--- config.mk ---
export PLATFORM = sky130hd
export DESIGN_NAME = audio_out_scheduler_flat
export DESIGN_NICKNAME = d
export VERILOG_FILES = /design/src/rtl/audio_sched_pkg.sv /design/src/rtl/audio_out_scheduler_if.sv /design/src/rtl/audio_out_scheduler_rr_pick.sv /design/src/rtl/audio_out_scheduler.sv /design/src/flat_wrapper.sv
export SDC_FILE = /design/constraint.sdc
export NUM_CORES = 1
export LEC_CHECK = 0
export CAP_MARGIN = 20
export CORE_ASPECT_RATIO = 1.25
export CORE_MARGIN = 5
export CORE_UTILIZATION = 47
export DETAILED_ROUTE_END_ITERATION = 8
export PLACE_DENSITY = 0.79
export SYNTH_ARGS = -nofsm -noshare
export SYNTH_HDL_FRONTEND = slang
export SYNTH_SLANG_ARGS = --single-unit
--- constraint.sdc ---
create_clock -name CLOCK_50 -period 3.8 [get_ports CLOCK_50]
set_input_delay 0.76 -clock CLOCK_50 [delete_from_list [all_inputs] [get_ports CLOCK_50]]
set_output_delay 0.76 -clock CLOCK_50 [all_outputs]
set_load 0.005 [all_outputs]
--- src/rtl/audio_sched_pkg.sv ---
// Shared definitions for the audio-out scheduler and its round-robin picker.
//   - sched_state_t : scheduler FSM state encoding
//   - MODE_RR/MODE_MIX : values of the mix_mode input
//   - IDX_W : width of source indices and of the round-robin pointer
//   - MIX_GUARD : headroom bits added to the sample width when summing sources
//   - sat_hi/sat_lo : clamp limits for a DW-bit two's-complement sample,
//                     expressed at the widened DW+MIX_GUARD summing width
package audio_sched_pkg;

    typedef enum logic [1:0] {
        ST_IDLE  = 2'd0,
        ST_LOAD  = 2'd1,
        ST_WRITE = 2'd2
    } sched_state_t;

    localparam logic MODE_RR  = 1'b0;
    localparam logic MODE_MIX = 1'b1;

    // Up to 8 sources, so a 3-bit index covers every source number.
    localparam int IDX_W = 3;

    // 8 sources * full-scale samples need at most 3 extra bits before clamping.
    localparam int MIX_GUARD = 3;

    // Most positive DW-bit sample, widened to DW+MIX_GUARD bits.
    function automatic logic [63:0] sat_hi(input int dw);
        logic [63:0] v;
        v = (64'd1 << (dw - 1)) - 64'd1;
        return v;
    endfunction

    // Most negative DW-bit sample, sign-extended to 64 bits; callers truncate.
    function automatic logic [63:0] sat_lo(input int dw);
        logic [63:0] v;
        v = ~((64'd1 << (dw - 1)) - 64'd1);
        return v;
    endfunction

endpackage

--- src/rtl/audio_out_scheduler_if.sv ---
// Bus between the tone sources / Audio_Controller and the scheduler.
//   src_valid/src_ready         : per-source handshake
//   src_left/src_right          : packed sample pairs, source i at [i*DW +: DW]
//   audio_out_allowed           : Audio_Controller output FIFO has room
//   write_audio_out             : one-cycle write strobe to Audio_Controller
//   left/right_channel_audio_out: sample pair presented with the strobe
// The scheduler uses the slave modport; the environment uses master.
interface audio_out_scheduler_if #(
    parameter int N_SRC = 4,
    parameter int DW    = 32
);
    logic [N_SRC-1:0]    src_valid;
    logic [N_SRC-1:0]    src_ready;
    logic [N_SRC*DW-1:0] src_left;
    logic [N_SRC*DW-1:0] src_right;
    logic                audio_out_allowed;
    logic                write_audio_out;
    logic [DW-1:0]       left_channel_audio_out;
    logic [DW-1:0]       right_channel_audio_out;

    modport slave (
        input  src_valid, src_left, src_right, audio_out_allowed,
        output src_ready, write_audio_out,
               left_channel_audio_out, right_channel_audio_out
    );

    modport master (
        output src_valid, src_left, src_right, audio_out_allowed,
        input  src_ready, write_audio_out,
               left_channel_audio_out, right_channel_audio_out
    );
endinterface

--- src/rtl/audio_out_scheduler_rr_pick.sv ---
// rr_pick: combinational round-robin priority encoder.
//   valid  : request vector, one bit per source
//   ptr    : highest-priority index (must be < N_SRC)
//   winner : first requesting index at or after ptr, wrapping modulo N_SRC
//   found  : at least one request present
// The wrap is explicit, so N_SRC need not be a power of two.
import audio_sched_pkg::*;

module rr_pick #(
    parameter int N_SRC = 4
) (
    input  logic [N_SRC-1:0] valid,
    input  logic [IDX_W-1:0] ptr,
    output logic [IDX_W-1:0] winner,
    output logic             found
);

    logic [IDX_W-1:0] cand_idx [N_SRC];
    logic [N_SRC-1:0] cand_hit;

    // Candidate gi is the source gi places after the pointer.
    generate
        for (genvar gi = 0; gi < N_SRC; gi++) begin : g_cand
            logic [IDX_W:0] raw_idx;
            assign raw_idx = {1'b0, ptr} + (IDX_W+1)'(gi);
            assign cand_idx[gi] = (raw_idx >= (IDX_W+1)'(N_SRC))
                                ? IDX_W'(raw_idx - (IDX_W+1)'(N_SRC))
                                : raw_idx[IDX_W-1:0];
            assign cand_hit[gi] = |(valid & (N_SRC'(1) << cand_idx[gi]));
        end
    endgenerate

    // Scan from the farthest candidate down so the nearest one wins.
    always_comb begin
        winner = '0;
        found  = 1'b0;
        for (int i = N_SRC - 1; i >= 0; i--) begin
            if (cand_hit[i]) begin
                winner = cand_idx[i];
                found  = 1'b1;
            end
        end
    end

endmodule

--- src/rtl/audio_out_scheduler.sv ---
// audio_out_scheduler: shares the Audio_Controller write port among N_SRC
// sample sources. In LOAD it accepts either one source (round-robin) or all
// pending sources (saturating sum), latches the resulting pair, then in WRITE
// strobes write_audio_out for one cycle as soon as audio_out_allowed is high.
// Ports:
//   CLOCK_50  : clock, rising edge
//   reset_n   : asynchronous active-low reset
//   bus       : source handshake + Audio_Controller write side (slave modport)
//   mix_mode  : 0 = round-robin exclusive, 1 = saturating mix (sampled in LOAD)
//   mute      : write zeros while still consuming sources (sampled in LOAD)
//   grant_idx : last source granted in round-robin mode
//   busy      : FSM not in IDLE
import audio_sched_pkg::*;

module audio_out_scheduler #(
    parameter int N_SRC = 4,
    parameter int DW    = 32
) (
    input  logic                  CLOCK_50,
    input  logic                  reset_n,
    audio_out_scheduler_if.slave  bus,
    input  logic                  mix_mode,
    input  logic                  mute,
    output logic [2:0]            grant_idx,
    output logic                  busy
);

    localparam int SW = DW + MIX_GUARD;
    localparam logic signed [SW-1:0] SAT_HI = SW'(sat_hi(DW));
    localparam logic signed [SW-1:0] SAT_LO = SW'(sat_lo(DW));

    sched_state_t     state_reg, state_next;
    logic [IDX_W-1:0] ptr_reg;
    logic [IDX_W-1:0] grant_reg;
    logic [DW-1:0]    left_reg, right_reg;

    logic [N_SRC-1:0] ready_next;
    logic             write_next;
    logic             load_en;

    logic [IDX_W-1:0] pick_idx;
    logic             pick_found;
    logic [IDX_W-1:0] ptr_after_pick;

    logic [DW-1:0]        left_arr  [N_SRC];
    logic [DW-1:0]        right_arr [N_SRC];
    logic signed [SW-1:0] left_ext  [N_SRC];
    logic signed [SW-1:0] right_ext [N_SRC];
    logic signed [SW-1:0] left_sum, right_sum;
    logic [DW-1:0]        rr_left, rr_right;
    logic [N_SRC-1:0]     rr_onehot;

    rr_pick #(.N_SRC(N_SRC)) u_rr_pick (
        .valid  (bus.src_valid),
        .ptr    (ptr_reg),
        .winner (pick_idx),
        .found  (pick_found)
    );

    // Unpack per-source samples; invalid sources contribute zero to the sum.
    generate
        for (genvar gi = 0; gi < N_SRC; gi++) begin : g_src
            assign left_arr[gi]  = bus.src_left [gi*DW +: DW];
            assign right_arr[gi] = bus.src_right[gi*DW +: DW];
            assign left_ext[gi]  = bus.src_valid[gi]
                                 ? {{MIX_GUARD{left_arr[gi][DW-1]}}, left_arr[gi]}
                                 : '0;
            assign right_ext[gi] = bus.src_valid[gi]
                                 ? {{MIX_GUARD{right_arr[gi][DW-1]}}, right_arr[gi]}
                                 : '0;
            assign rr_onehot[gi] = (IDX_W'(gi) == pick_idx);
        end
    endgenerate

    always_comb begin
        left_sum  = '0;
        right_sum = '0;
        rr_left   = '0;
        rr_right  = '0;
        for (int i = 0; i < N_SRC; i++) begin
            left_sum  = left_sum  + left_ext[i];
            right_sum = right_sum + right_ext[i];
            if (rr_onehot[i]) begin
                rr_left  = left_arr[i];
                rr_right = right_arr[i];
            end
        end
    end

    assign ptr_after_pick = (pick_idx == IDX_W'(N_SRC - 1)) ? '0 : pick_idx + 1'b1;

    function automatic logic [DW-1:0] saturate(input logic signed [SW-1:0] v);
        if (v > SAT_HI)
            return SAT_HI[DW-1:0];
        else if (v < SAT_LO)
            return SAT_LO[DW-1:0];
        else
            return v[DW-1:0];
    endfunction

    // FSM state register
    always_ff @(posedge CLOCK_50 or negedge reset_n) begin
        if (!reset_n)
            state_reg <= ST_IDLE;
        else
            state_reg <= state_next;
    end

    // FSM next state and handshake outputs
    always_comb begin
        state_next = state_reg;
        ready_next = '0;
        write_next = 1'b0;
        load_en    = 1'b0;
        case (state_reg)
            ST_IDLE: begin
                if (|bus.src_valid)
                    state_next = ST_LOAD;
            end
            ST_LOAD: begin
                // A source that withdrew after IDLE saw it gets no ack.
                if (pick_found) begin
                    load_en    = 1'b1;
                    ready_next = (mix_mode == MODE_MIX) ? bus.src_valid : rr_onehot;
                    state_next = ST_WRITE;
                end else begin
                    state_next = ST_IDLE;
                end
            end
            ST_WRITE: begin
                write_next = bus.audio_out_allowed;
                if (bus.audio_out_allowed)
                    state_next = ST_IDLE;
            end
            default: state_next = ST_IDLE;
        endcase
    end

    // Output sample, grant and pointer registers; only LOAD updates them.
    always_ff @(posedge CLOCK_50 or negedge reset_n) begin
        if (!reset_n) begin
            left_reg  <= '0;
            right_reg <= '0;
            grant_reg <= '0;
            ptr_reg   <= '0;
        end else if (load_en) begin
            if (mute) begin
                left_reg  <= '0;
                right_reg <= '0;
            end else if (mix_mode == MODE_MIX) begin
                left_reg  <= saturate(left_sum);
                right_reg <= saturate(right_sum);
            end else begin
                left_reg  <= rr_left;
                right_reg <= rr_right;
            end
            if (mix_mode != MODE_MIX) begin
                grant_reg <= pick_idx;
                ptr_reg   <= ptr_after_pick;
            end
        end
    end

    assign bus.src_ready               = ready_next;
    assign bus.write_audio_out         = write_next;
    assign bus.left_channel_audio_out  = left_reg;
    assign bus.right_channel_audio_out = right_reg;
    assign grant_idx                   = grant_reg;
    assign busy                        = (state_reg != ST_IDLE);

endmodule

--- src/flat_wrapper.sv ---
// flat-port wrapper written by rule: the top's interface ports become plain ports
module audio_out_scheduler_flat 
#(
    parameter int N_SRC = 4,
    parameter int DW    = 32
)
  (CLOCK_50, reset_n, mix_mode, mute, grant_idx, busy, bus_src_valid, bus_src_left, bus_src_right, bus_audio_out_allowed, bus_src_ready, bus_write_audio_out, bus_left_channel_audio_out, bus_right_channel_audio_out);
  audio_out_scheduler_if #(.N_SRC(N_SRC), .DW(DW)) bus_i ();
  input  logic CLOCK_50;
  input  logic reset_n;
  input  logic mix_mode;
  input  logic mute;
  output logic [2:0] grant_idx;
  output logic busy;
  input wire logic [$bits(bus_i.src_valid)-1:0] bus_src_valid;
  input wire logic [$bits(bus_i.src_left)-1:0] bus_src_left;
  input wire logic [$bits(bus_i.src_right)-1:0] bus_src_right;
  input wire logic [$bits(bus_i.audio_out_allowed)-1:0] bus_audio_out_allowed;
  output wire logic [$bits(bus_i.src_ready)-1:0] bus_src_ready;
  output wire logic [$bits(bus_i.write_audio_out)-1:0] bus_write_audio_out;
  output wire logic [$bits(bus_i.left_channel_audio_out)-1:0] bus_left_channel_audio_out;
  output wire logic [$bits(bus_i.right_channel_audio_out)-1:0] bus_right_channel_audio_out;
  assign bus_i.src_valid = bus_src_valid;
  assign bus_i.src_left = bus_src_left;
  assign bus_i.src_right = bus_src_right;
  assign bus_i.audio_out_allowed = bus_audio_out_allowed;
  assign bus_src_ready = bus_i.src_ready;
  assign bus_write_audio_out = bus_i.write_audio_out;
  assign bus_left_channel_audio_out = bus_i.left_channel_audio_out;
  assign bus_right_channel_audio_out = bus_i.right_channel_audio_out;
  audio_out_scheduler #(.N_SRC(N_SRC), .DW(DW)) u_core (.CLOCK_50(CLOCK_50), .reset_n(reset_n), .bus(bus_i), .mix_mode(mix_mode), .mute(mute), .grant_idx(grant_idx), .busy(busy));
endmodule
==> results of run 1 <==
==> cell type report <==
class	instances	area (um^2)
Clock inverter	4	75.1
Multi-Input combinational cell	1360	13100
Sequential cell	72	1800
Inverter	231	873
Timing Repair Buffer	760	7470
Fill cell	1776	5810
Antenna cell	5	12.5
Clock buffer	12	267
Tap cell	401	502
==> stage by stage <==
| stage | setup TNS (ns) | total power [mW] | instances | setup slack, ns |
|---|---|---|---|---|
| 2_1_floorplan | -64.09 | 7.44 | 1793 | -1.06 |
| 3_3_place_gp | -99.01 | 12.0 | 2719 | -1.62 |
| 3_5_place_dp | -106.81 | 12.3 | 2719 | -1.79 |
| 4_1_cts | -54.56 | 15.0 | 2806 | -0.902 |
| 5_1_grt | -70.23 | 17.5 | 2842 | -1.21 |
| 6_report | -65.68 | 16.8 | 2845 | -1.17 |
==> cell usage in the layout (no fill, tap or decap), drive strengths merged, types with 12 or more instances in the layout <==
master         count
a211oi            15
nor2              52
nor3              12
buf              424
clkdlybuf4s50    224
and3              14
a21o              24
and2             205
nand2            130
xnor2             31
a21oi            125
dlygate4sd2       44
dlymetal6s2s      55
clkbuf            19
ha                79
inv              230
o211ai            12
dfrtp             72
o21ai            214
a32o              62
nand3             19
fa               130
a221oi            66
o21bai            14
xor2              27
==> worst max path at each step <==
stage / slack (ns) / endpoint / from
2_1_floorplan: -1.06 / u_core.bus.right_channel_audio_out[8] / bus_src_valid[3]
3_3_place_gp: -1.62 / u_core.bus.left_channel_audio_out[2] / bus_src_valid[3]
3_5_place_dp: -1.79 / u_core.bus.left_channel_audio_out[3] / bus_src_valid[3]
4_1_cts: -0.90 / u_core.bus.left_channel_audio_out[30] / bus_src_valid[2]
5_1_grt: -1.21 / u_core.bus.right_channel_audio_out[0] / bus_src_valid[3]
6_report: -1.17 / u_core.bus.right_channel_audio_out[0] / bus_src_valid[2]
==> repair_timing <==
action,4_1_cts,5_1_grt
pin swaps,121,189
hold buffers,0,0
gates resized for setup,360,316
setup buffers,63,41
endpoints found under the setup margin,71,68
gates cloned,14,7
==> power by group through the flow <==
stage	logic, mW	registers (mW)	clock network (mW)
4_1_cts	12.7	1.30	1.03
3_5_place_dp	11.0	1.30	0
5_1_grt	15.1	1.33	1.06
2_1_floorplan	6.19	1.25	0
3_3_place_gp	10.7	1.31	0
6_report	14.4	1.33	1.05
==> kinds of logic (layout without fill, tap and decap cells) <==
group,Yosys count,after routing,share of synthesized area
compound gates,621,621,0.304
mux,1,1,0.000796
buf+inv,361,1007,0.101
simple gates,471,471,0.176
flops,72,72,0.127
xor+xnor,58,58,0.0364
fa+ha+maj,209,209,0.254
other cells,0,5,0
==> per-layer routing <==
layer / wire length [um] / global-route usage / vias to the layer above
met5: 30 / 0 / -
met4: 7790 / 0.282 / 6
met3: 8250 / 0.0974 / 607
met2: 35800 / 0.656 / 1608
met1: 22900 / 0.393 / 8718
li1: - / - / 7557
==> results.cfg, run 1 <==
[global_route]
antenna_found_initial = 7
overflow = 0
grtUsageTotal = 0.381
grt_max_degree = 73
grt_pass1_wl_mm = 99.9
grt_pass1_vias = 18600

[pwr]
switchingPower_mw = 8.44
p_int_mw = 8.36
power_per_cell_area_mw_per_mm2 = 697
ir_drop_mv = 0.881
p_seq_frac = 0.079
pwr-share-clk = 0.062
leakage_nw = 11.1
pwr-share-comb = 0.859
switching_share = 0.502

[synth]
ys_warn_count = 0
synth_cell_types = 84
ys_seq_area_frac = 0.127
synthFlopType = dfrtp_1
synthTopCellsByCount = inv_1 (231), and2_1 (205), o21ai_0 (181)
synth_most_common_cell = inv_1
syn_nets = 2267
ys_ff_latch = 72
synth_top_cell_by_area = fa_1
synth-edff-count = 0
ys_async_sr_fraction = 1.00
synth_area_mm2 = 0.0142
netlist_top_cells_area = fa_1 (18%), dfrtp_1 (13%), and2_1 (9.1%), ha_1 (7.0%), o21ai_0 (6.4%)
synth.avg_cell_area_um2 = 7.89
synth_top_area_frac = 0.184
synth_cells = 1793

[clock_network]
cts_sinks = 72
clk_path_buf_depth = 2
cts_tree = done
cts.clk_slew.worst_paths_ns = 0.07
cts-htree-levels = 3
cts_buffers = 9
cts-root-buf = clkbuf_16
clk_latency_ns = 0.36

[timing]
rsz0062_at_grt = true
setup_ws_ns = -1.17
finalSetupViolations = 68
period_needed_ns = 4.97
finalHoldViolations = 0
relSlewSlack = 0.481
whs_ns = 0.247
post-route-period-util = 1.31
slew_violations = 0
fmax_ghz = 0.201
tightest_slew_ns = 0.778
clock_skew_ns = 0.0102

[die]
fp.dieH_um = 204
die_area_mm2 = 0.0337
start_util = 0.473
core_area_mm2 = 0.0299
io_pins = 338
die_w_um = 165
rows = 71

[final_layout]
final_core_util = 0.806
drive_above_1_share = 0.367
syn2layout_area_growth_pct = 70.5
stdcell_area_mm2 = 0.0241
nets = 2908

[critical_path]
worst_r2r_endpoint = u_core.bus.left_channel_audio_out[22]
path_class = in2reg
path_depth = 20
worstReg2RegStart = u_core.ptr_reg[1]
cpMaxStageDelayCell = fa_1
setup.worst_path.start_class = primary input
critPathTopFamily = compound AO/OA/AOI/OAI gates
critPathArrivalTime_ns = 5.21
r2r_cells = 18
slowest_delay_ns = 0.57
cp-end-kind = flip-flop
crit_path_cell_trace = buf_12 -> buf_16 -> buf_4 -> and2_4 -> fa_1 -> inv_2 -> fa_1 -> inv_1 -> ha_4 -> a21oi_1 -> o211ai_1 -> a21boi_4 -> o31ai_4 -> a21oi_2 -> xnor2_2 -> o41ai_4 -> buf_6 -> buf_12 -> o21ai_2 -> a32o_1
crit_required_ns = 4.04
critPathMaxFanout = 10
cp.buffers_inverters = 7
reg2reg_slack_ns = -0.25

[route]
routed_wl_mm = 74.8
drtIter0Drc = 2160
wl_per_cell_um = 26.3
ant_nets = 0
vias = 18500
drtPass1Iterations = 6
viasPerCell = 6.50
drc = 0

[placement]
dp_hpwl_mm = 45.9
port_buffers = 337
gp_congestion = 0.974
post_dp_cell_area_mm2 = 0.0204

[outcome]
status = finished, violations left
violations = negative setup slack

[min_path]
hold_class = in2async

[flow_run]
cap_violations = 0
Power figures use the tool's default switching activity.
==> inputs of run 2 (changes only) <==
Settings changed: CORE_UTILIZATION 47 to 53, PLACE_DENSITY 0.79 to 0.84.
Clock period 3.8 ns to 5.6 ns, I/O delays scaled along.
==> run 2 against run 1 <==
The flow now finishes without violations; via count shrank 16%; wire length shrank 29%; die area shrank 11%; final area shrank 21%; sequential power shrank 33%.
==> results.cfg, run 2 (synthesis results as in run 1) <==
[final_layout]
final_common_cell = clkdlybuf4s50_1
final_cell_mix = clkdlybuf4s50_1 (331), inv_1 (231), and2_1 (201)
final.fill_count = 2088
syn2layout_area_growth_pct = 34.2
multiInputGateArea_mm2 = 0.0110
final_cells = 2501
regArea_mm2 = 0.00180
final_core_util = 0.715
stdcell_area_mm2 = 0.0190
nets = 2623
drive_above_1_share = 0.110

[timing]
post-route-period-util = 0.973
slew_violations = 0
finalSetupViolations = 0
clock_skew_ns = 0.0121
period_needed_ns = 5.45
fin_tns_setup_ns = 0
relSlewSlack = 0.345
fmax_ghz = 0.184
whs_ns = 0.485
finalHoldViolations = 0
tightest_slew_ns = 0.983

[die]
rows = 67
io_pins = 338
fp.dieH_um = 193
die_w_um = 156
start_util = 0.533
core_area_mm2 = 0.0266
die_area_mm2 = 0.0301

[critical_path]
crit_path_cell_trace = clkdlybuf4s50_1 -> and2_1 -> fa_1 -> inv_1 -> fa_1 -> inv_1 -> ha_1 -> a21o_1 -> a21o_1 -> a221oi_2 -> o221ai_2 -> a31o_1 -> a311oi_4 -> a31oi_4 -> buf_12 -> o31ai_1 -> a32o_1
critPathMaxFanout = 30
crit_required_ns = 5.89
path_class = in2reg
cpMaxStageDelayCell = fa_1
reg2reg_slack_ns = 1.10
slowest_delay_ns = 0.54
setup.worst_path.start_class = primary input
cp-end-kind = flip-flop
critPathArrivalTime_ns = 5.74

[route]
drtPass1Iterations = 6
drtIter0Drc = 1085
vias = 15500
viasPerCell = 6.19
wl_per_cell_um = 21.3
drc = 0
routed_wl_mm = 53.3
ant_nets = 0

[pwr]
power_per_cell_area_mw_per_mm2 = 427
ir_drop_mv = 0.812
leakage_nw = 8.50

[clock_network]
cts-root-buf = clkbuf_16
cts_sinks = 72
clk_latency_ns = 0.35
clk_path_buf_depth = 2
cts-htree-levels = 3
cts.clk_slew.worst_paths_ns = 0.07
cts_buffers = 9
cts_tree = done

[placement]
dp_hpwl_mm = 40.0
place_inst = 2474
post_dp_cell_area_mm2 = 0.0184
port_buffers = 337
gp_congestion = 0.942

[outcome]
status = finished clean

[global_route]
grt_pass1_wl_mm = 81.9
grtUsageTotal = 0.338
grt_pass1_vias = 16300
grt_max_degree = 73
antenna_found_initial = 2
overflow = 0

[min_path]
hold_class = reg2reg

[flow_run]
cap_violations = 0
-- run 2: cell count changes in the layout (fill, tap and decap cells not counted), sizes merged --
cell,change
clkbuf,-8
clkdlybuf4s50,+107
dlygate4sd2,-44
inv,+2
clkinv,+2
diode,-3
bufbuf,-2
clkinvlp,-1
buf,-282
clkdlybuf4s15,-3
dlymetal6s2s,-55
bufinv,-1
-- run 2: area by class of cell --
class                           count  area share
Tap cell                          345      0.0227
Clock buffer                       10      0.0126
Sequential cell                    72      0.0949
Inverter                          231      0.0457
Clock inverter                      6     0.00356
Antenna cell                        2    0.000264
Timing Repair Buffer              475       0.240
Multi-Input combinational cell   1360       0.581
-- run 2: routing by layer --
layer  track usage  vias up  wire [um]
met5             0        -          0
met3        0.0565      204       4130
li1              -     6968          -
met1         0.371     7437      19000
met4         0.165        0       2650
met2         0.627      873      27600
-- run 2: path summary, 6_finish.rpt --
path / startpoint / end / depth (start not counted)
setup / recovery: bus_src_right[105] / u_core.bus.right_channel_audio_out[8] / 17
hold / removal: u_core.grant_idx[1] / u_core.grant_idx[1] / 2
setup reg to reg: u_core.ptr_reg[0] / u_core.bus.right_channel_audio_out[9] / 14
hold reg to reg: u_core.grant_idx[1] / u_core.grant_idx[1] / 2
max in group asynchronous: reset_n / u_core.bus.left_channel_audio_out[27] / 2
min in group asynchronous: reset_n / u_core.bus.right_channel_audio_out[6] / 1
-- run 2: power breakdown --
| part | switching [mW] | internal, mW |
|---|---|---|
| registers | 0.164 | 0.723 |
| clock network | 0.271 | 0.360 |
| logic | 3.85 | 2.75 |
| total | 4.28 | 3.83 |
-- run 2: worst max-delay path, delay by kind of cell --
kind,cells,cell delay (ns)
AND/OR/NAND/NOR,1,0.19
AO/OA/AOI/OAI,9,2.29
buffers and inverters,4,0.75
adder cells (fa/ha/maj),3,1.38
-- run 2: what timing repair did --
action / 4_1_cts / 5_1_grt
buffers inserted: 1 / 4
pin swaps: 4 / 15
hold buffers: 0 / 0
gates cloned: 1 / 1
gates resized for setup: 6 / 19
endpoints found under the setup margin: 29 / 65
-- run 2: per-stage QoR --
step,worst slack [ns],power [mW]
2_1_floorplan,0.00779,4.91
3_3_place_gp,-0.292,7.03
3_5_place_dp,-0.477,7.22
4_1_cts,0.0150,7.91
5_1_grt,-0.0174,8.69
6_report,0.151,8.11
